## config.mk

```make
export PLATFORM = sky130hd
export DESIGN_NAME = cpx_accumulate
export DESIGN_NICKNAME = d
export VERILOG_FILES = /design/src/rtl/cpx_accumulate.sv
export SDC_FILE = /design/constraint.sdc
export NUM_CORES = 1
export LEC_CHECK = 0
export CORE_AREA = 2 2 113 115
export DETAILED_ROUTE_END_ITERATION = 10
export DIE_AREA = 0 0 115 117
export GPL_ROUTABILITY_DRIVEN = 0
export PLACE_DENSITY = 0.87
export SYNTH_ARGS = -nofsm -noshare
export SYNTH_HDL_FRONTEND = slang
export SYNTH_SLANG_ARGS = --single-unit
```

## constraint.sdc

```tcl
create_clock -name clk -period 8 [get_ports clk]
set_input_delay 1.6 -clock clk [delete_from_list [all_inputs] [get_ports clk]]
set_output_delay 1.6 -clock clk [all_outputs]
set_load 0.01 [all_outputs]
```

## src/rtl/cpx_accumulate.sv

```systemverilog
// Integrate-and-dump for complex samples: sums sum_len accepted I/Q pairs per block
// and presents each block sum through a one-deep valid/ready output slot.
module cpx_accumulate #(
  parameter int i_bits     = 24,
  parameter int q_bits     = 24,
  parameter int sum_len    = 16,
  parameter int cnt_bits   = 4,
  parameter int out_i_bits = 28,
  parameter int out_q_bits = 28
) (
  input  logic                  clk,
  input  logic                  rst,
  input  logic                  clear,
  input  logic                  m_axis_tvalid,
  input  logic [i_bits-1:0]     i,
  input  logic [q_bits-1:0]     q,
  output logic                  s_axis_tready,
  input  logic                  m_axis_tready,
  output logic                  s_axis_tvalid,
  output logic [out_i_bits-1:0] sum_i,
  output logic [out_q_bits-1:0] sum_q,
  output logic [cnt_bits-1:0]   count
);

  localparam logic [cnt_bits-1:0] last_cnt = cnt_bits'(sum_len - 1);

  logic [out_i_bits-1:0] acc_i;
  logic [out_q_bits-1:0] acc_q;
  logic [out_i_bits-1:0] ext_i;
  logic [out_q_bits-1:0] ext_q;
  logic [out_i_bits-1:0] next_i;
  logic [out_q_bits-1:0] next_q;
  logic                  last;
  logic                  accept;

  assign ext_i  = {{(out_i_bits - i_bits){i[i_bits-1]}}, i};
  assign ext_q  = {{(out_q_bits - q_bits){q[q_bits-1]}}, q};
  assign next_i = acc_i + ext_i;
  assign next_q = acc_q + ext_q;
  assign last   = (count == last_cnt);

  // The final sample of a block may only land when the output slot is empty or draining.
  assign s_axis_tready = ~clear & ~(last & s_axis_tvalid & ~m_axis_tready);
  assign accept        = m_axis_tvalid & s_axis_tready;

  always_ff @(posedge clk) begin
    if (rst) begin
      acc_i         <= '0;
      acc_q         <= '0;
      count         <= '0;
      sum_i         <= '0;
      sum_q         <= '0;
      s_axis_tvalid <= 1'b0;
    end else begin
      if (s_axis_tvalid & m_axis_tready)
        s_axis_tvalid <= 1'b0;

      if (clear) begin
        acc_i <= '0;
        acc_q <= '0;
        count <= '0;
      end else if (accept) begin
        if (last) begin
          // A same-cycle drain is overridden here, giving bubble-free back-to-back blocks.
          sum_i         <= next_i;
          sum_q         <= next_q;
          s_axis_tvalid <= 1'b1;
          acc_i         <= '0;
          acc_q         <= '0;
          count         <= '0;
        end else begin
          acc_i <= next_i;
          acc_q <= next_q;
          count <= count + 1'b1;
        end
      end
    end
  end

endmodule

```

==> results of run 1 <==
-- registers in the layout, indices dropped and copies added, names as in the netlist --
name	cells
sum_q	28
count	4
sum_i	28
acc_q	28
acc_i	28
s_axis_tvalid	1
-- power groups by stage --
| stage | clock network, mW | logic (mW) | registers [mW] |
|---|---|---|---|
| final | 0.686 | 0.250 | 0.603 |
| after global routing | 0.717 | 0.273 | 0.604 |
| after CTS | 0.689 | 0.246 | 0.603 |
| after detailed placement | 0 | 0.243 | 0.615 |
| after global placement | 0 | 0.239 | 0.614 |
| after floorplan | 0 | 0.173 | 0.613 |
-- kinds of logic (layout without fill, tap and decap cells) --
group                      Yosys count  count (layout)  share of synthesized area [%]
AOI/OAI and AO/OA                  278             278                           26.7
and+or+nand+nor                    288             288                           18.3
buffers and inverters               60             160                           3.48
xor gates and xnor gates            51              51                           6.44
muxes                                5               5                          0.758
DFF                                117             117                           33.8
adders and majority gates           57              57                           10.5
-- Yosys cell counts (3+ instances only) --
| master | number | share of area [%] |
|---|---|---|
| nor2b_1 | 5 | 0.45 |
| dfxtp_1 | 117 | 34 |
| a21o_1 | 21 | 2.3 |
| o21ai_0 | 12 | 0.87 |
| nor3_1 | 9 | 0.65 |
| o21bai_1 | 6 | 0.65 |
| o211ai_1 | 8 | 0.87 |
| clkbuf_1 | 40 | 2.2 |
| o21a_1 | 5 | 0.54 |
| buf_2 | 4 | 0.29 |
| nand2_1 | 153 | 8.3 |
| and3_1 | 8 | 0.72 |
| inv_1 | 12 | 0.65 |
| xor2_1 | 20 | 2.5 |
| mux2i_1 | 3 | 0.43 |
| a22oi_1 | 18 | 1.9 |
| a221oi_1 | 3 | 0.38 |
| o21ai_1 | 25 | 1.8 |
| nand4_1 | 8 | 0.72 |
| a21oi_1 | 103 | 7.4 |
| nand3_1 | 22 | 1.6 |
| a22o_1 | 22 | 2.8 |
| xnor2_1 | 31 | 3.9 |
| a31oi_1 | 12 | 1.1 |
| nor2_1 | 52 | 2.8 |
| a211o_1 | 7 | 0.88 |
| nor3b_1 | 5 | 0.54 |
| a211oi_1 | 7 | 0.76 |
| and2_1 | 8 | 0.72 |
| or2_2 | 3 | 0.27 |
| nor4_1 | 4 | 0.36 |
| a21boi_1 | 3 | 0.32 |
| nand2b_1 | 3 | 0.27 |
| ha_1 | 55 | 9.9 |
-- through the flow --
step	setup slack [ns]	hold slack [ns]
3_3_place_gp	3.48	0.437
2_1_floorplan	4.17	0.429
3_5_place_dp	3.49	0.446
4_1_cts	3.48	0.454
5_1_grt	3.44	0.465
6_report	3.49	0.453
-- area by class of cell --
| type | instances | area (um^2) |
|---|---|---|
| repair buffers | 119 | 1170 |
| fillers | 991 | 3670 |
| clock inverters | 4 | 22.5 |
| clock buffers | 25 | 505 |
| well taps | 150 | 188 |
| flip-flops and latches | 117 | 2340 |
| inverters | 12 | 45.0 |
| multi-input cells | 679 | 4360 |
-- worst max-delay path, delay by kind of cell --
family	cells	cell delay [ns]
simple gates	1	0.16
compound gates	1	0.16
buf+inv	2	0.98
-- routing by layer --
layer  GRT usage (%)  vias up  share of wire (%)
met5               0        -                  0
met4            8.43        0                1.5
met3            7.26       24                6.6
met2            49.1      234                 47
met1            36.8     3192                 45
li1                -     3270                  -
-- path summary, 6_finish.rpt --
check	end	depth (start not counted)	slack, ns
max	s_axis_tready	4	3.49
min	sum_i[26]$_SDFFE_PP0P_	2	0.45
max reg2reg	sum_q[27]$_SDFFE_PP0P_	10	4.74
min reg2reg	sum_i[26]$_SDFFE_PP0P_	2	0.45
==> results.cfg, run 1 <==
[status]
status = finished, final reports clean

[power]
fin_total_pwr_mw = 1.54
p_int_mw = 1.13
clkPwrFrac_pct = 44.6
combPwrFrac_pct = 16.2
p_leak_nw = 3.48
power_density_nw_per_um2 = 178
switching_share_pct = 26.6
p_sw_uw = 410
power_frac_seq_pct = 39.2
peakVddDrop_mv = 0.137

[yosys]
seq_area_frac_synth_pct = 33.8
ys_seq_elements = 117
syn_inst = 856
synth_edf_count = 0
syn_area_per_cell_um2 = 8.10
synth_flop_cell = dfxtp_1
syn-cell-area_um2 = 6930
postSynthNetCount = 966
yosysWarnings = 0
async_flop_share_pct = 0
yosysUniqueCellTypes = 64

[clock_tree]
cts_hold_buffers = 0
clock-sinks = 117
cts_tree = yes
cts-root-buf = clkbuf_16
clk_pin_slew_ns = 0.05
h-tree-depth = 4
postCtsResizedCells = 0
insertion_delay_ns = 0.43
numCtsBuffers = 17
clock_path_buffers = 2
postCtsSetupBuffers = 0

[critical_path]
reg2reg_from = count[0]$_SDFFE_PP0N_
cp-start-kind = input port
critPathArrivalTime_ns = 2.91
slowest_stage = clkdlybuf4s50_1
crit_path_cell_trace = clkdlybuf4s50_1 > nand2b_1 > o21ba_2 > clkdlybuf4s50_1
cp-startpoint = m_axis_tready
cp.required_ns = 6.40
crit_top_cell = clkdlybuf4s50_1
crit_path_max_incr_delay_ns = 0.54
critPathKind = input port to output port
worst-path-max-fanout = 3
end_kind = output port

[place]
dp_hpwl_um = 13000
io_buffers = 114
dp_cells = 1077
placed_area_um2 = 8110

[final_layout]
layoutNonFillerInstCount = 1106
layout_commonest_cell = nand2_1
synthToLayoutAreaGrowth_pct = 24.6
finalCoreUtilization_pct = 70.2
diodes = 0
final_nets = 1056
most-common-layout-cells = nand2_1 (153), dfxtp_1 (117), clkdlybuf4s50_1 (113)
drive_gt1_share_pct = 5.54
final_cell_area_um2 = 8640

[run]
maxCapViolCount = 0

[sta]
hold_viol_final = 0
min_period_over_period_pct = 56.4
rsz0062_at_grt = no
fmax_ghz = 0.222
setup_viol = 0
slew_violations = 0
worst_slew_pin_slew_ns = 1.26
max_slew_margin_pct = 15.8
skew_ns = 0.00859
period_needed_ns = 4.51
tns_ns = 0

[routing]
vias = 6720
wl_per_cell_um = 16.9
wl_um = 18700
drcViolationCount = 0
avgViaCountPerCell = 6.08
antenna_left = 0
drt_iter0_drc = 510
first_pass_iters = 5

[grt]
globalRouteOverflowTotal = 0
grt_max_degree = 68
grtUsageTotal_pct = 29.0
grt_pass1_wl_um = 30800
antenna_found_initial = 0
grt_pass1_vias = 6401

[floorplan]
start_util_pct = 56.3
io_pins = 115
die_w_um = 115
die_h_um = 117
rows = 41
fp.dieArea_um2 = 13500
core_area_um2 = 12300

[hold_path]
hp-start = sum_i[26]$_SDFFE_PP0P_
min_path_type = register to register
Note: power is estimated with default switching activity, not from simulation.
==> run 2, diff against run 1 <==
CORE_AREA = 2 2 122 124   (was 2 2 113 115)
DIE_AREA = 0 0 124 126   (was 0 0 115 117)
PLACE_DENSITY = 0.8   (was 0.87)
clock period = 3.85 ns   (was 8 ns; I/O delays follow)
==> results.cfg, run 2 (synthesis results as in run 1) <==
[clock_tree]
clock-sinks = 117
cts_hold_buffers = 0
numCtsBuffers = 17
cts-root-buf = clkbuf_16
clk_pin_slew_ns = 0.06
cts_tree = yes
insertion_delay_ns = 0.42
clock_path_buffers = 2
h-tree-depth = 4
postCtsSetupBuffers = 0
postCtsResizedCells = 0

[final_layout]
diodes = 0
layoutNonFillerInstCount = 1149
layout_commonest_cell = nand2_1
multi_input_area_um2 = 4360
drive_gt1_share_pct = 6.32
final_nets = 1063
register_area_um2 = 2340
final_cell_area_um2 = 8800
most-common-layout-cells = nand2_1 (153), dfxtp_1 (117), clkdlybuf4s50_1 (113)
n_fill_cell = 1258
synthToLayoutAreaGrowth_pct = 26.9

[place]
io_buffers = 114
placed_area_um2 = 8200
dp_cells = 1118
dp_hpwl_um = 13400

[routing]
drt_iter0_drc = 474
vias = 6586
first_pass_iters = 5
antenna_left = 0
wl_per_cell_um = 16.4
drcViolationCount = 0
avgViaCountPerCell = 5.73
wl_um = 18900

[power]
combPwrFrac_pct = 15.2
p_int_mw = 2.53
power_frac_seq_pct = 36.8
power_density_nw_per_um2 = 386
p_sw_uw = 871
switching_share_pct = 25.6
p_leak_nw = 3.54
peakVddDrop_mv = 0.322
clkPwrFrac_pct = 47.9

[critical_path]
cp_top_family = compound AO/OA/AOI/OAI gates
crit_path_cell_trace = clkdlybuf4s50_1 > ha_1 > fa_1 > a21o_1 > a221o_1 > a31oi_1 > a21o_2 > a31oi_4 > a221oi_4 > nor4_1 > a211o_1
cp-startpoint = q[0]
reg2reg_from = count[0]$_SDFFE_PP0N_
cp-start-kind = input port
slowest_stage = clkdlybuf4s50_1
critPathKind = input port to register
worst-path-max-fanout = 3
end_kind = register
path_buf_inv = 1
critPathArrivalTime_ns = 3.57
crit_path_max_incr_delay_ns = 0.44
cp.required_ns = 4.16

[floorplan]
die_w_um = 124
die_h_um = 126
rows = 44
fp.dieArea_um2 = 15600
start_util_pct = 48.4
io_pins = 115
core_area_um2 = 14300

[sta]
rsz0062_at_grt = no
period_needed_ns = 3.25
max_slew_margin_pct = 51.2
worst_slew_pin_slew_ns = 0.731
tns_ns = 0
min_period_over_period_pct = 84.5
slew_violations = 0
hold_viol_final = 0
setup_viol = 0
skew_ns = 0.00934
fmax_ghz = 0.308

[grt]
antenna_found_initial = 0
grtUsageTotal_pct = 24.9
grt_pass1_wl_um = 30900
grt_max_degree = 66
grt_pass1_vias = 6353
globalRouteOverflowTotal = 0

[run]
maxCapViolCount = 0

[status]
status = finished, final reports clean

[hold_path]
min_path_type = register to register
hp-start = sum_q[18]$_SDFFE_PP0P_
==> run 2: layout make-up <==
cell class / instances / share of cell area (%)
clock buffers: 21 / 5.00
repair buffers: 126 / 13.9
multi-input cells: 679 / 49.5
clock inverters: 10 / 1.78
flip-flops and latches: 117 / 26.6
inverters: 12 / 0.512
well taps: 184 / 2.62
==> run 2: worst reg2reg max path, stage by stage, from the launching register on <==
cell	delay, ns
dfxtp_1	0.40
ha_1	0.21
nand3_1	0.08
buf_4	0.19
o21ba_2	0.25
and2_1	0.32
nand2_2	0.50
buf_4	0.43
nand2_1	0.12
a21oi_1	0.17
==> run 2: path summary, 6_finish.rpt <==
| check | to | slack (ns) | cells after the start |
|---|---|---|---|
| max | sum_q[20]$_SDFFE_PP0P_ | 0.60 | 11 |
| min | sum_q[18]$_SDFFE_PP0P_ | 0.45 | 2 |
| max reg2reg | sum_q[9]$_SDFFE_PP0P_ | 1.07 | 9 |
| min reg2reg | sum_q[18]$_SDFFE_PP0P_ | 0.45 | 2 |
==> run 2: routing by layer <==
layer  wire [um]  vias to the layer above  share of wire, %  track usage [%]
li1            -                     3281                 -                -
met5           0                        -                 0                0
met1        8740                     3073                46             33.5
met3        1010                       28               5.3             5.30
met4         295                        0               1.6             8.26
met2        8830                      204                47             39.6
==> run 2: metrics by stage <==
| stage | utilization (%) | total power [mW] | setup WS (ns) | hold slack, ns |
|---|---|---|---|---|
| 3_3_place_gp | 57.3 | 1.78 | 0.238 | 0.439 |
| 6_report | 61.5 | 3.40 | 0.599 | 0.450 |
| 4_1_cts | 61.5 | 3.40 | 0.623 | 0.453 |
| 2_1_floorplan | - | 1.63 | 0.851 | 0.429 |
| 3_5_place_dp | 57.3 | 1.78 | 0.191 | 0.446 |
| 5_1_grt | 61.5 | 3.52 | 0.432 | 0.476 |
==> run 2: power by group through the flow <==
stage / Combinational [mW] / Sequential [mW] / Clock [mW]
3_5_place_dp: 0.505 / 1.28 / 0
2_1_floorplan: 0.360 / 1.27 / 0
3_3_place_gp: 0.501 / 1.28 / 0
5_1_grt: 0.571 / 1.25 / 1.70
4_1_cts: 0.513 / 1.25 / 1.64
6_report: 0.519 / 1.25 / 1.63
==> run 3, diff against run 2 <==
CORE_AREA = 2 2 117 119   (was 2 2 122 124)
DIE_AREA = 0 0 119 121   (was 0 0 124 126)
PLACE_DENSITY = 0.82   (was 0.8)
clock period = 3.2 ns   (was 3.85 ns; I/O delays follow)
==> results.cfg, run 3 (synthesis results as in run 1) <==
[power]
p_leak_nw = 3.72
switching_share_pct = 24.7
p_sw_mw = 1.05
peakVddDrop_mv = 0.359
power_density_nw_per_um2 = 470
power_frac_seq_pct = 35.3
p_int_mw = 3.22
clkPwrFrac_pct = 49.4
combPwrFrac_pct = 15.3

[hold_path]
hold_depth = 2
min_path_type = register to register

[critical_path]
rrSetupSlack_ns = 0.47
crit_path_max_incr_delay_ns = 0.43
cp-start-kind = input port
crit_path_cell_trace = clkdlybuf4s50_1 > ha_1 > fa_1 > a21o_1 > a221o_1 > a31oi_1 > a21o_2 > a31oi_4 > a221oi_4 > nor4_1 > a211o_1
rr_worst_depth = 10
critPathArrivalTime_ns = 3.40
cp_top_family = compound AO/OA/AOI/OAI gates
critPathKind = input port to register
worst-path-max-fanout = 3
slowest_stage = clkdlybuf4s50_1
crit_cells = 11
cp.required_ns = 3.51
end_kind = register
path_buf_inv = 1

[final_layout]
most-common-layout-cells = nand2_1 (153), dfxtp_1 (117), clkdlybuf4s50_1 (113)
layout_commonest_cell = nand2_1
drive_gt1_share_pct = 9.43
layoutNonFillerInstCount = 1173
final_nets = 1094
synthToLayoutAreaGrowth_pct = 30.9
diodes = 0
final_cell_area_um2 = 9080

[place]
placed_area_um2 = 8430
io_buffers = 114
dp_cells = 1141
dp_hpwl_um = 13600
dp_slack_ns = -0.279

[routing]
vias = 6764
drt_iter0_drc = 461
wl_per_cell_um = 16.1
antenna_left = 0
avgViaCountPerCell = 5.77
drcViolationCount = 0
wl_um = 18900
first_pass_iters = 5

[sta]
max_slew_margin_pct = 53.3
tns_ns = 0
period_needed_ns = 3.09
skew_ns = 0.00608
rsz0062_at_grt = no
slew_violations = 0
holdWs_ns = 0.451
fin_ws_ns = 0.114
fmax_ghz = 0.324
min_period_over_period_pct = 96.4
hold_viol_final = 0
setup_viol = 0
worst_slew_pin_slew_ns = 0.699

[floorplan]
fp.dieArea_um2 = 14400
start_util_pct = 53.0
core_area_um2 = 13100
rows = 42
io_pins = 115
die_w_um = 119
die_h_um = 121

[clock_tree]
postCtsResizedCells = 0
cts_tree = yes
h-tree-depth = 4
clock_path_buffers = 2
insertion_delay_ns = 0.43
numCtsBuffers = 17
clock-sinks = 117
postCtsSetupBuffers = 0
cts-root-buf = clkbuf_16
clk_pin_slew_ns = 0.05
cts_hold_buffers = 0

[status]
status = finished, final reports clean

[grt]
grt_max_degree = 38
globalRouteOverflowTotal = 0
grt_pass1_wl_um = 31200
grtUsageTotal_pct = 26.8
grt_pass1_vias = 6472
antenna_found_initial = 0

[run]
maxCapViolCount = 0
-- run 3: cell count changes in the layout (fill, tap and decap cells not counted), sizes merged --
| cell | before | now |
|---|---|---|
| buf | 13 | 44 |
| clkbuf | 21 | 23 |
| clkinv | 5 | 3 |
| bufinv | 4 | 5 |
-- run 3: final cells by class --
type / count / area, um^2
tap: 176 / 220
clock buffer: 23 / 478
timing repair buffer: 157 / 1460
multi-input combinational: 679 / 4360
fill: 1006 / 4010
sequential: 117 / 2340
inverter: 12 / 45.0
clock inverter: 9 / 173
-- run 3: per-layer routing --
layer | wire length (um) | GRT usage [%]
met1 | 8530 | 34.2
met2 | 8900 | 44.1
met3 | 1090 | 6.02
met4 | 405 | 10.3
met5 | 0 | 0
-- run 3: metrics by stage --
| step | total power, mW | utilization (%) |
|---|---|---|
| after global routing | 4.42 | 69.4 |
| after floorplan | 1.97 | - |
| after global placement | 2.17 | 64.4 |
| final | 4.27 | 69.4 |
| after CTS | 4.28 | 69.4 |
| after detailed placement | 2.17 | 64.4 |
-- run 3: worst paths after layout --
kind	start	end
worst max-delay path	q[0]	sum_q[20]$_SDFFE_PP0P_
worst max register to register	acc_q[0]$_SDFFE_PP0N_	sum_q[20]$_SDFFE_PP0P_
worst min register to register	sum_q[15]$_SDFFE_PP0P_	sum_q[15]$_SDFFE_PP0P_
worst min-delay path	sum_q[15]$_SDFFE_PP0P_	sum_q[15]$_SDFFE_PP0P_
-- run 3: worst min-delay path, delay by kind of cell (launching register included) --
kind,cells,cell delay [ns]
DFF,1,0.30
AOI/OAI and AO/OA,1,0.05
and+or+nand+nor,1,0.05
-- run 3: power groups by stage --
stage          Sequential (mW)  Combinational (mW)  Clock, mW
6_report                  1.51               0.655       2.11
5_1_grt                   1.51               0.718       2.19
4_1_cts                   1.51               0.648       2.12
3_5_place_dp              1.54               0.637          0
3_3_place_gp              1.54               0.630          0
2_1_floorplan             1.53               0.433          0
